`src/rtl/csr_demux_ordered.sv`:
```
// CSR router: fans one core CSR channel out to NumPorts accelerator windows and
// returns read responses in request order using an in-order ID FIFO.
module csr_demux_ordered #(
  parameter int unsigned NumPorts       = 2,
  parameter int unsigned RegsPerPort    = 8,
  parameter int unsigned AddrWidth      = 8,
  parameter int unsigned RegDataWidth   = 32,
  parameter int unsigned MaxOutstanding = 4,
  parameter int unsigned PortAddrWidth  = $clog2(RegsPerPort),
  parameter int unsigned IdWidth        = $clog2(NumPorts + 1)
) (
  input  logic                                        clk_i,
  input  logic                                        rst_ni,
  input  logic [AddrWidth-1:0]                        csr_addr_i,
  input  logic [RegDataWidth-1:0]                     csr_wr_data_i,
  input  logic                                        csr_wr_en_i,
  input  logic                                        csr_req_valid_i,
  output logic                                        csr_req_ready_o,
  output logic [RegDataWidth-1:0]                     csr_rd_data_o,
  output logic                                        csr_rsp_valid_o,
  input  logic                                        csr_rsp_ready_i,
  output logic [NumPorts-1:0][PortAddrWidth-1:0]      acc_csr_addr_o,
  output logic [NumPorts-1:0][RegDataWidth-1:0]       acc_csr_wr_data_o,
  output logic [NumPorts-1:0]                         acc_csr_wr_en_o,
  output logic [NumPorts-1:0]                         acc_csr_req_valid_o,
  input  logic [NumPorts-1:0]                         acc_csr_req_ready_i,
  input  logic [NumPorts-1:0][RegDataWidth-1:0]       acc_csr_rd_data_i,
  input  logic [NumPorts-1:0]                         acc_csr_rsp_valid_i,
  output logic [NumPorts-1:0]                         acc_csr_rsp_ready_o,
  output logic [$clog2(MaxOutstanding):0]             outstanding_o
);

  localparam int unsigned CntWidth = $clog2(MaxOutstanding) + 1;
  localparam int unsigned PtrWidth = (MaxOutstanding > 1) ? $clog2(MaxOutstanding) : 1;
  localparam logic [AddrWidth:0]    AddrLimit = (AddrWidth + 1)'(NumPorts * RegsPerPort);
  localparam logic [PtrWidth-1:0]   PtrLast   = PtrWidth'(MaxOutstanding - 1);
  localparam logic [IdWidth-1:0]    SinkId    = IdWidth'(NumPorts);
  localparam logic [CntWidth-1:0]   CntFull   = CntWidth'(MaxOutstanding);

  logic [AddrWidth-1:0] sel_s;
  logic                 oor_s;
  logic                 full_s;
  logic                 empty_s;
  logic                 push_s;
  logic                 pop_s;
  logic [IdWidth-1:0]   push_id_s;
  logic [IdWidth-1:0]   head_s;

  logic [IdWidth-1:0]   fifo_r [MaxOutstanding];
  logic [PtrWidth-1:0]  wr_ptr_r;
  logic [PtrWidth-1:0]  rd_ptr_r;
  logic [CntWidth-1:0]  count_r;

  function automatic logic [PtrWidth-1:0] ptr_next(input logic [PtrWidth-1:0] ptr);
    return (ptr == PtrLast) ? {PtrWidth{1'b0}} : ptr + PtrWidth'(1);
  endfunction

  assign sel_s     = csr_addr_i >> PortAddrWidth;
  assign oor_s     = ({1'b0, csr_addr_i} >= AddrLimit);
  assign full_s    = (count_r == CntFull);
  assign empty_s   = (count_r == {CntWidth{1'b0}});
  assign head_s    = fifo_r[rd_ptr_r];
  assign push_id_s = oor_s ? SinkId : IdWidth'(sel_s);
  // Only reads occupy an ID slot; writes never produce a response.
  assign push_s    = csr_req_valid_i & csr_req_ready_o & ~csr_wr_en_i;
  assign pop_s     = csr_rsp_valid_o & csr_rsp_ready_i;
  assign outstanding_o = count_r;

  // Request demux: route the core request to the selected window only.
  always_comb begin
    acc_csr_addr_o      = '0;
    acc_csr_wr_data_o   = '0;
    acc_csr_wr_en_o     = '0;
    acc_csr_req_valid_o = '0;
    csr_req_ready_o     = 1'b0;
    if (oor_s) begin
      csr_req_ready_o = csr_wr_en_i ? 1'b1 : ~full_s;
    end else begin
      for (int p = 0; p < NumPorts; p++) begin
        if (sel_s == AddrWidth'(p)) begin
          acc_csr_addr_o[p]    = csr_addr_i[PortAddrWidth-1:0];
          acc_csr_wr_data_o[p] = csr_wr_data_i;
          acc_csr_wr_en_o[p]   = csr_wr_en_i;
          if (csr_wr_en_i) begin
            acc_csr_req_valid_o[p] = csr_req_valid_i;
            csr_req_ready_o        = acc_csr_req_ready_i[p];
          end else begin
            acc_csr_req_valid_o[p] = csr_req_valid_i & ~full_s;
            csr_req_ready_o        = acc_csr_req_ready_i[p] & ~full_s;
          end
        end else begin
          acc_csr_req_valid_o[p] = 1'b0;
        end
      end
    end
  end

  // Response mux: only the FIFO head may hand a response to the core.
  always_comb begin
    csr_rsp_valid_o     = 1'b0;
    csr_rd_data_o       = '0;
    acc_csr_rsp_ready_o = '0;
    if (empty_s) begin
      csr_rsp_valid_o = 1'b0;
    end else if (head_s == SinkId) begin
      csr_rsp_valid_o = 1'b1;
    end else begin
      for (int p = 0; p < NumPorts; p++) begin
        if (head_s == IdWidth'(p)) begin
          csr_rsp_valid_o        = acc_csr_rsp_valid_i[p];
          csr_rd_data_o          = acc_csr_rd_data_i[p];
          acc_csr_rsp_ready_o[p] = csr_rsp_ready_i;
        end else begin
          acc_csr_rsp_ready_o[p] = 1'b0;
        end
      end
    end
  end

  // ID FIFO storage, pointers and occupancy.
  always_ff @(posedge clk_i or negedge rst_ni) begin
    if (!rst_ni) begin
      wr_ptr_r <= '0;
      rd_ptr_r <= '0;
      count_r  <= '0;
      for (int i = 0; i < MaxOutstanding; i++) begin
        fifo_r[i] <= '0;
      end
    end else begin
      if (push_s) begin
        fifo_r[wr_ptr_r] <= push_id_s;
        wr_ptr_r         <= ptr_next(wr_ptr_r);
      end
      if (pop_s) begin
        rd_ptr_r <= ptr_next(rd_ptr_r);
      end
      case ({push_s, pop_s})
        2'b10:   count_r <= count_r + CntWidth'(1);
        2'b01:   count_r <= count_r - CntWidth'(1);
        default: count_r <= count_r;
      endcase
    end
  end

endmodule
```
`config.mk`:
```
export PLATFORM = sky130hd
export DESIGN_NAME = csr_demux_ordered
export DESIGN_NICKNAME = d
export VERILOG_FILES = /design/src/rtl/csr_demux_ordered.sv
export SDC_FILE = /design/constraint.sdc
export NUM_CORES = 1
export LEC_CHECK = 0
export CORE_MARGIN = 10
export CORE_UTILIZATION = 29
export DETAILED_ROUTE_END_ITERATION = 10
export PLACE_DENSITY = 0.85
export SYNTH_ARGS = -nofsm -noshare
export SYNTH_HDL_FRONTEND = slang
export SYNTH_SLANG_ARGS = --single-unit
```
`constraint.sdc`:
```
create_clock -name clk_i -period 8.2 [get_ports clk_i]
set_clock_uncertainty 0.1 [all_clocks]
set_input_delay 2.46 -clock clk_i [delete_from_list [all_inputs] [get_ports clk_i]]
set_output_delay 2.46 -clock clk_i [all_outputs]
set_load 0.03 [all_outputs]
```
==> summary.txt <==
Final layout
  • Share of layout cells above drive strength 1: 0.137
  • Nets: around 570
  • Filler Cell Count: 546
  • Final instance area: around 0.0042 mm^2
  • Area grow syn2layout: 120%
  • Antenna diodes: 0
  • Register area: 375 um^2
  • Multi-input logic area: 0.00142 mm^2

Drt
  • DRT Pass-1 Iters: 4
  • DRT Wirelength: 10.5 mm
  • Via Count: 2351
  • WL/cell: 20.2 um
  • DRC violations left: 0
  • WL met1: 3.70 mm
  • Met2 WL: 5.83 mm
  • Routed vias/inst: 4.51
  • Top Metal Used: met4
  • Violation count after the first detailed-routing iteration: 61
  • Met3 wire length: 895 um
  • ANT nets after route: 0

GRT
  • Pin count of the biggest net entering global routing: 37
  • First-pass GRT wire length: 15.0 mm
  • Initial antenna violation count: 0
  • Vias in the first global route: 2326
  • Total Routing Usage GR: 0.188
  • Total grt overflow: 0

Timing
  • Slew Limit Headroom: 0.280
  • Min Tclk post-route: 7.43 ns
  • Worst slew pin tran: 1.08 ns
  • Final Max Slew Viols: 0
  • Setup TNS Final: 0 ns
  • # setup viols final: 0
  • RSZ-0062 raised after global routing: no
  • Final WS setup: 0.768 ns
  • Hold Vio Cnt, Final: 0
  • Post-route clock period utilization: 0.906
  • Fmax: about 0.13 GHz

Setup path
  • Critical path peak fanout: 23
  • Reg2reg end: outstanding_o[2]$_DFFE_PN0P_
  • Critical Path AT: between 4 and 5 ns
  • WP data required: 5.64 ns
  • Crit Path Class: primary input to primary output
  • CP Launch Type: primary input
  • Crit end category: primary output
  • R2R depth: 9
  • Start of the worst register-to-register path: rd_ptr_r[0]$_DFFE_PN0P_
  • R2R setup slack: about 4.9 ns

Power and ir drop
  • Power per Cell Area: 197 mW/mm^2
  • Lkg Pwr: between 1.5 and 2 nW
  • Peak supply drop: 0.294 mV

Hold path
  • WHS Path Cells: 1
  • Min-delay src: fifo_r[3]$_DFFE_PN0P_
  • Min-delay worst type: flop to flop
  • Hold EP: fifo_r[3]$_DFFE_PN0P_

Clock tree
  • Clock Latency Late Sink: 0.25 ns
  • Clock buffer count from CTS: 3
  • Hold-fix buffers, CTS: 0
  • Setup Fix Bufs, Post-CTS: 0
  • TritonCTS Sinks: 15
  • Clock slew at reported path FFs: 0.06 ns
  • Maximum clock insertion buffer count: 2
  • CTS tree: built
  • CTS Root Cell: clkbuf_8
  • H-tree depth: 1
  • Post_cts resized: 0

Synthesis
  • EDFF count, synth: 0
  • Yosys warnings: 0
  • Share of the synthesized area in the top cell type: 0.240
  • Sequential share of the synthesized area: 0.198
  • Mapped Cells: 228
  • Net count after synthesis: 348
  • Mapped Avg Cell Area: 8.33 um^2
  • Area contributors post-synth: and2_1, dfrtp_1, mux2i_1
  • Post-synthesis cell type count: 29
  • Most used DFF post-synth: dfrtp_1
  • Cell taking the most area after synthesis: and2_1
  • Post-synthesis register bit count: 15
  • Netlist Area Pre-Place: 0.00190 mm^2
  • Asr flop ratio synth: 1.00

Floorplanning
  • # rows: 29
  • Core area: 0.00635 mm^2
  • Initial Utilization: 0.299
  • Die span in x: 101 um
  • Area of the die: 0.0102 mm^2
  • Die Y: approximately 100 um
  • I/O pins: 226

Job
  • Max-Cap Viols: 0

Placed design
  • IO buf count: 225
  • Place WS: around 0.78 ns
  • Total placed instance area: between 0.004 and 0.005 mm^2
  • Gpl congestion: between 0.9 and 1
  • Post-DP HPWL: 9.28 mm

Status
  • Outcome: finished clean
registers in the layout, indices dropped and copies added (netlist names):
signal         count
fifo_r             8
outstanding_o      3
rd_ptr_r           2
wr_ptr_r           2
worst max-delay path by stage:
stage	slack, ns	endpoint	start	cells past startpoint
after global placement	0.83	acc_csr_wr_data_o[13]	csr_addr_i[6]	6
after global routing	0.65	acc_csr_wr_data_o[0]	csr_addr_i[6]	6
final	0.77	acc_csr_wr_data_o[0]	csr_addr_i[6]	6
after floorplan	1.78	acc_csr_wr_data_o[10]	csr_addr_i[6]	5
after CTS	0.77	acc_csr_wr_data_o[22]	csr_addr_i[6]	6
after detailed placement	0.78	acc_csr_wr_data_o[0]	csr_addr_i[6]	6
synth_stat cells, drive strengths merged (2+ instances only):
cell	count
mux2	12
inv	7
ha	6
and2	73
mux4	2
dfrtp	15
a21oi	2
mux2i	33
nand3b	2
nor4b	4
buf	8
clkbuf	8
nor3	7
nor2	38
xor2	2
critical path, cell delays in order:
cell,delay (ns)
clkdlybuf4s50_1,0.40
or4_1,0.76
nor2_2,0.18
buf_4,0.23
and2_1,0.16
clkdlybuf4s50_1,0.68
cell families after synthesis:
family | Yosys count | share of synthesized area
simple gates | 130 | 0.395
mux | 47 | 0.269
buf+inv | 23 | 0.0534
flops | 15 | 0.198
fa+ha+maj | 7 | 0.0501
compound gates | 3 | 0.0211
xor+xnor | 3 | 0.0138
per-stage QoR:
stage	utilization	std cells	total power [W]	hold WS [ns]
global placement	0.650	517	0.000756	0.388
finish	0.658	521	0.000823	0.404
floorplan	-	228	0.000509	0.375
CTS	0.658	521	0.000833	0.406
detailed placement	0.650	517	0.000770	0.392
global route	0.658	521	0.000876	0.425
cell type report:
| type | instances | share of cell area |
|---|---|---|
| repair buffers | 228 | 0.529 |
| multi-input cells | 190 | 0.341 |
| flip-flops and latches | 15 | 0.0899 |
| well taps | 77 | 0.0231 |
| clock buffers | 3 | 0.00989 |
| inverters | 7 | 0.00629 |
| clock inverters | 1 | 0.00120 |
cells in the final DEF (no fill, tap or decap), types with 3 or more instances in the layout:
cell / netlist / routed
buf_4: 2 / 37
ha_1: 6 / 6
nor4b_1: 4 / 4
clkbuf_8: 0 / 3
mux2i_1: 33 / 33
and2_1: 73 / 73
inv_1: 7 / 7
mux2_2: 10 / 10
clkdlybuf4s50_1: 0 / 189
dfrtp_1: 15 / 15
nor3_1: 5 / 5
nor2_1: 37 / 37
metal layers:
| metal | vias up | GRT usage |
|---|---|---|
| met5 | - | 0 |
| met4 | 0 | 0.0247 |
| met3 | 9 | 0.0631 |
| met2 | 90 | 0.365 |
| met1 | 1068 | 0.191 |
| li1 | 1184 | - |
power by group:
group / switching (W) / total (W) / internal [W] / leakage [nW]
clock network: 0.0000262 / 0.0000599 / 0.0000337 / 0.0255
registers: 0.0000278 / 0.000133 / 0.000105 / 0.177
logic: 0.000346 / 0.000631 / 0.000285 / 1.47
total: 0.000400 / 0.000823 / 0.000423 / 1.67
(Power assumes the default switching activity.)
